**src/rtl/spi_reg_decoder.sv**
```systemverilog
// SPI register-file decoder: turns the byte stream of an SPI slave receiver
// into auto-incrementing reads and writes of a small 8-bit register file and
// supplies the next byte to be shifted back out.
module spi_reg_decoder #(
    parameter int         NREGS    = 16,
    parameter logic [7:0] ID_VALUE = 8'hA5
) (
    input  logic               clk,
    input  logic               rst_n,
    input  logic               frame_start,
    input  logic               frame_end,
    input  logic               rx_valid,
    input  logic [7:0]         rx_data,
    output logic [7:0]         tx_data,
    output logic               led,
    output logic [8*NREGS-1:0] regs_flat,
    output logic               busy
);

    localparam logic [1:0] IDLE = 2'd0;
    localparam logic [1:0] CMD  = 2'd1;
    localparam logic [1:0] WR   = 2'd2;
    localparam logic [1:0] RD   = 2'd3;

    logic [1:0] state;
    logic [1:0] state_n;
    logic [6:0] addr;
    logic [6:0] addr_n;
    logic [7:0] tx_n;
    logic [7:0] frame_cnt;
    logic [7:0] frame_cnt_n;
    logic [7:0] err_cnt;
    logic [7:0] err_cnt_n;
    logic       wr_en;

    // Backing store for the writable registers (ctrl and scratch). Slots 0, 2
    // and 3 exist only to keep indexing uniform; their visible values come
    // from the ID constant and the two counters instead.
    logic [7:0] mem [NREGS];

    function automatic logic in_range(input logic [6:0] a);
        return int'({25'd0, a}) < NREGS;
    endfunction

    function automatic logic [7:0] sat_inc(input logic [7:0] v);
        return (v == 8'hFF) ? v : v + 8'd1;
    endfunction

    // Out-of-range addresses fall through the loop and read as zero.
    function automatic logic [7:0] rdata(input logic [6:0] a,
                                         input logic [8*NREGS-1:0] flat);
        logic [7:0] r;
        r = 8'h00;
        for (int i = 0; i < NREGS; i++) begin
            if (a == i[6:0]) r = flat[8*i +: 8];
        end
        return r;
    endfunction

    // Assemble the externally visible register map.
    always_comb begin
        regs_flat = '0;
        for (int i = 0; i < NREGS; i++) begin
            if (i == 0)      regs_flat[8*i +: 8] = ID_VALUE;
            else if (i == 2) regs_flat[8*i +: 8] = frame_cnt;
            else if (i == 3) regs_flat[8*i +: 8] = err_cnt;
            else             regs_flat[8*i +: 8] = mem[i];
        end
    end

    assign led  = mem[1][0];
    assign busy = (state != IDLE);

    // Next-state decode. frame_start overrides everything else in its cycle;
    // otherwise a received byte is processed first and frame_end then closes
    // the frame, so a last byte arriving with frame_end still takes effect.
    always_comb begin
        state_n     = state;
        addr_n      = addr;
        tx_n        = tx_data;
        frame_cnt_n = frame_cnt;
        err_cnt_n   = err_cnt;
        wr_en       = 1'b0;
        if (frame_start) begin
            state_n     = CMD;
            frame_cnt_n = frame_cnt + 8'd1;
            tx_n        = frame_cnt;
            if (state != IDLE) err_cnt_n = sat_inc(err_cnt);
        end else begin
            if (rx_valid) begin
                case (state)
                    CMD: begin
                        if (rx_data[7]) begin
                            // Header read: first data byte is ready one edge later.
                            state_n = RD;
                            tx_n    = rdata(rx_data[6:0], regs_flat);
                            addr_n  = rx_data[6:0] + 7'd1;
                            if (!in_range(rx_data[6:0])) err_cnt_n = sat_inc(err_cnt);
                        end else begin
                            state_n = WR;
                            addr_n  = rx_data[6:0];
                            tx_n    = 8'h00;
                        end
                    end
                    WR: begin
                        wr_en  = in_range(addr);
                        addr_n = addr + 7'd1;
                        tx_n   = 8'h00;
                        if (!in_range(addr)) err_cnt_n = sat_inc(err_cnt);
                    end
                    RD: begin
                        tx_n   = rdata(addr, regs_flat);
                        addr_n = addr + 7'd1;
                        if (!in_range(addr)) err_cnt_n = sat_inc(err_cnt);
                    end
                    default: ;
                endcase
            end
            if (frame_end) begin
                state_n = IDLE;
                tx_n    = 8'h00;
            end
        end
    end

    // Control and counter registers.
    always_ff @(posedge clk or negedge rst_n) begin
        if (!rst_n) begin
            state     <= IDLE;
            addr      <= 7'd0;
            tx_data   <= 8'h00;
            frame_cnt <= 8'h00;
            err_cnt   <= 8'h00;
        end else begin
            state     <= state_n;
            addr      <= addr_n;
            tx_data   <= tx_n;
            frame_cnt <= frame_cnt_n;
            err_cnt   <= err_cnt_n;
        end
    end

    // Register file writes; read-only slots silently ignore writes.
    always_ff @(posedge clk or negedge rst_n) begin
        if (!rst_n) begin
            for (int i = 0; i < NREGS; i++) mem[i] <= 8'h00;
        end else if (wr_en) begin
            for (int i = 0; i < NREGS; i++) begin
                if (addr == i[6:0] && (i == 1 || i >= 4)) mem[i] <= rx_data;
            end
        end
    end

endmodule

```
**config.mk**
```make
export PLATFORM = sky130hd
export DESIGN_NAME = spi_reg_decoder
export DESIGN_NICKNAME = d
export VERILOG_FILES = /design/src/rtl/spi_reg_decoder.sv
export SDC_FILE = /design/constraint.sdc
export NUM_CORES = 1
export LEC_CHECK = 0
export BUFFER_PORTS_ARGS = -buffer_cell sky130_fd_sc_hd__buf_2
export CAP_MARGIN = 40
export CORE_MARGIN = 2
export CORE_UTILIZATION = 57
export DETAILED_ROUTE_END_ITERATION = 8
export PLACE_DENSITY_LB_ADDON = 0.25
export SLEW_MARGIN = 5
export SYNTH_ARGS = -nofsm -noshare
export SYNTH_HDL_FRONTEND = slang
export SYNTH_SLANG_ARGS = --single-unit
```
**constraint.sdc**
```tcl
create_clock -name clk -period 3 [get_ports clk]
set_input_delay 0.6 -clock clk [delete_from_list [all_inputs] [get_ports clk]]
set_output_delay 0.6 -clock clk [all_outputs]
set_load 0.01 [all_outputs]
```
==> metrics.md <==
| Metric | Value |
|---|---|
| Most frequent cell after synthesis | dfrtp_1 |
| Clk sink count | 137 |
| Clock share of power | 36.7% |
| # port buffers | 142 |
| FP Rows | 45 |
| Synth Cell Area | 0.008730 mm² |
| Worst skew pair latency | 0.43 ns |
| Worst path required time | 3.36 ns |
| Post-synth top area cell | dfrtp_1 |
| Met2 routed WL | 16.26 mm |
| Max Freq | 342.2 MHz |
| CP Class | reg -> reg |
| Final worst path period share | 97.42% |
| Grt ovf | 0 |
| Power Internal | 3661 µW |
| Distinct cells, synth | 79 |
| Post-DP HPWL | 29.13 mm |
| Sequential Power Share | 39.7% |
| Slew headroom | 53.75% |
| N_diodes | 0 |
| RR Startpoint | addr[0]$_DFFE_PN0P_ |
| First-pass GRT wire length | 57.46 mm |
| Worst R2R Path Depth | 9 |
| RSZ-0062 raised after global routing | no |
| Worst slack, placed | -0.1136 ns |
| P_leak | 0.005314 µW |
| R2r setup slk | 0.08 ns |
| Starting Density | 57.85% |
| Sw Ratio | 36.30% |
| Power Total | 5748 µW |
| VDD IR max | 0.0004567 V |
| R2R Path End | tx_data[0]$_DFFE_PN0P_ |
| Number of global-route vias before repair | 9117 |
| Hold Vio Cnt, Final | 0 |
| Ys async rst share | 100.0% |
| Layout cells sized above 1 | 35.48% |
| Clock Tree Buf Depth | 2 |
| Flops & latches, synth | 137 |
| Area of the die | 0.01632 mm² |
| Worst setup EP type | flop |
| First-pass iteration count of the detailed router | 6 |
| H-tree depth | 4 |
| Top cells by count, synth | 137 x dfrtp_1, 111 x nand2_1, 88 x mux2_2 |
| Total GRT Usage | 47.84% |
| Post-synth EDFFs | 0 |
| Top Ports | 151 |
| DR top layer | met4 |
| Num CTS Buffers | 17 |
| Setup ws final | 0.07735 ns |
| Register area share after synthesis | 39.27% |
| Initial drt markers | 1213 |
| Clk_skew | 0.01321 ns |
| PwrDens | 526.7 mW/mm² |
| Die width | 127.8 µm |
| Fin cells | 1369 |
| Area added between synthesis and finish | 25.01% |
| Final setup violation count | 0 |
| Core area | 0.01509 mm² |
| Pin count of the biggest net entering global routing | 69 |
| Post-layout net count | 1196 |
| Antenna violations before repair | 1 |
| Post-CTS Setup Bufs | 0 |
| Worst path arrival time | 3.28 ns |
| Remaining DRCs | 0 |
| Max cap viols | 0 |
| Final wirelength | 38.62 mm |
| Comb pwr share | 23.6% |
| Height of the die | 127.8 µm |
| Detail Route Antenna Nets | 0 |
| Cts repair resizes | 0 |
| Fillcell total | 1145 |
| CP Max Fanout | 7 |
| Avg Cell Area, Syn | 9.257 µm² |
| Vias after detailed routing | 9589 |
| GP Congestion | 1.096 |
| Predominant post-synthesis flop cell | dfrtp_1 |
| DR vias/cell | 7.004 |
| Synth top area share | 39.27% |
| Sw power | 2087 µW |
| Root Driver | clkbuf_16 |
| Clk slew on worst S/H paths | 0.06 ns |
| CTS tree | done |
| Met1 Wirelength | 14.60 mm |
| Count of final max-slew check failures | 0 |
| Met3 routed WL | 5.330 mm |
| Cells after Synth | 943 |
| Hold_ws | 0.08165 ns |
| Status | finished clean |
| Hold Buf Count CTS | 0 |
| Ys Warns | 0 |
| Synth area leaders | dfrtp_1 39%, mux2_2 11%, nand2_1 4.8% |
| Worst Hold Class | in -> async |
| Crit path launch type | flop |
| Worst-Margin Slew | 0.6919 ns |
| Placed Cells | 1337 |
| Avg WL per Cell | 28.21 µm |
| Final min period | 2.923 ns |
[per-layer routing]
metal	vias up	global-route usage [%]
met5	-	0
met4	0	27.15
met1	4585	63.69
met3	188	15.53
li1	3996	-
met2	820	68.80
[worst max-delay path, cell delays in order (launching register included)]
cell and delay (ns):
dfrtp_1 0.43, inv_1 0.14, ha_1 0.55, nor2b_1 0.26
nor3_1 0.11, a2111oi_1 0.61, a2111oi_0 0.14, a211o_1 0.33
o2111ai_1 0.11, a2bb2oi_1 0.17
[flip-flops by register name, summed over array words and instances, names as in the netlist]
signal     flops
addr           7
frame_cnt      8
err_cnt        8
regs_flat    103
tx_data        8
led            1
state          2
[layout make-up]
cell class,instances,area (µm²),share of cell area (%)
Multi-Input combinational cell,727,4933,45.21
Clock inverter,14,151.4,1.387
Tap cell,188,235.2,2.155
Clock buffer,18,429.2,3.933
Sequential cell,137,3428,31.41
Inverter,18,67.56,0.6191
Timing Repair Buffer,267,1668,15.28
[cell usage in the layout, fill, tap and decap left out, types with 6 or more instances in the layout]
cell type,n
buf_2,141
dfrtp_1,137
buf_4,124
nand2_1,111
mux2_2,88
o21ai_0,63
nor2_1,61
a21oi_1,51
nand3_1,37
nor3_1,27
a221oi_1,20
clkbuf_16,17
a31oi_1,16
xnor2_1,16
inv_1,15
ha_1,15
and3_1,11
o211ai_1,11
o2111ai_1,10
nor4_1,9
a221o_1,9
nand4_1,9
o22ai_1,8
nor2_2,8
conb_1,8
o221ai_1,7
a211oi_1,6
and2_1,6
a22oi_1,6
[how the worst max path moves through the flow]
stage | start | end | slack, ns
6_report | addr[0]$_DFFE_PN0P_ | tx_data[0]$_DFFE_PN0P_ | 0.08
5_1_grt | addr[0]$_DFFE_PN0P_ | tx_data[0]$_DFFE_PN0P_ | 0.02
4_1_cts | addr[0]$_DFFE_PN0P_ | tx_data[0]$_DFFE_PN0P_ | 0.13
3_5_place_dp | rx_data[1] | tx_data[1]$_DFFE_PN0P_ | -0.11
3_3_place_gp | rx_data[1] | tx_data[1]$_DFFE_PN0P_ | -0.11
2_1_floorplan | rx_data[0] | tx_data[2]$_DFFE_PN0P_ | 0.26
[power by group through the flow]
stage	sequential [µW]	clock [µW]	combinational (µW)
3_3_place_gp	2280	0	1280
3_5_place_dp	2290	0	1300
5_1_grt	2280	2190	1440
2_1_floorplan	2220	0	680
4_1_cts	2250	2100	1310
6_report	2280	2110	1360
[cell families (layout without fill, tap and decap cells)]
group,after synthesis,in the layout,share of synthesized area (%)
AOI/OAI and AO/OA,264,264,20.81
and+or+nand+nor,329,329,19.48
muxes,91,91,11.70
DFF,137,137,39.27
buffers and inverters,85,317,4.500
adders and majority gates,15,15,2.150
xor gates and xnor gates,20,20,2.007
other,2,8,0.08603
[per-stage QoR]
stage	cell area [µm²]	utilization (%)	setup TNS (ns)
3_3_place_gp	10330	68.46	-0.1360
4_1_cts	10910	72.31	0
3_5_place_dp	10330	68.46	-0.2062
2_1_floorplan	8752	-	0
5_1_grt	10910	72.32	0
6_report	10910	72.32	0
Power figures use the tool's default switching activity.
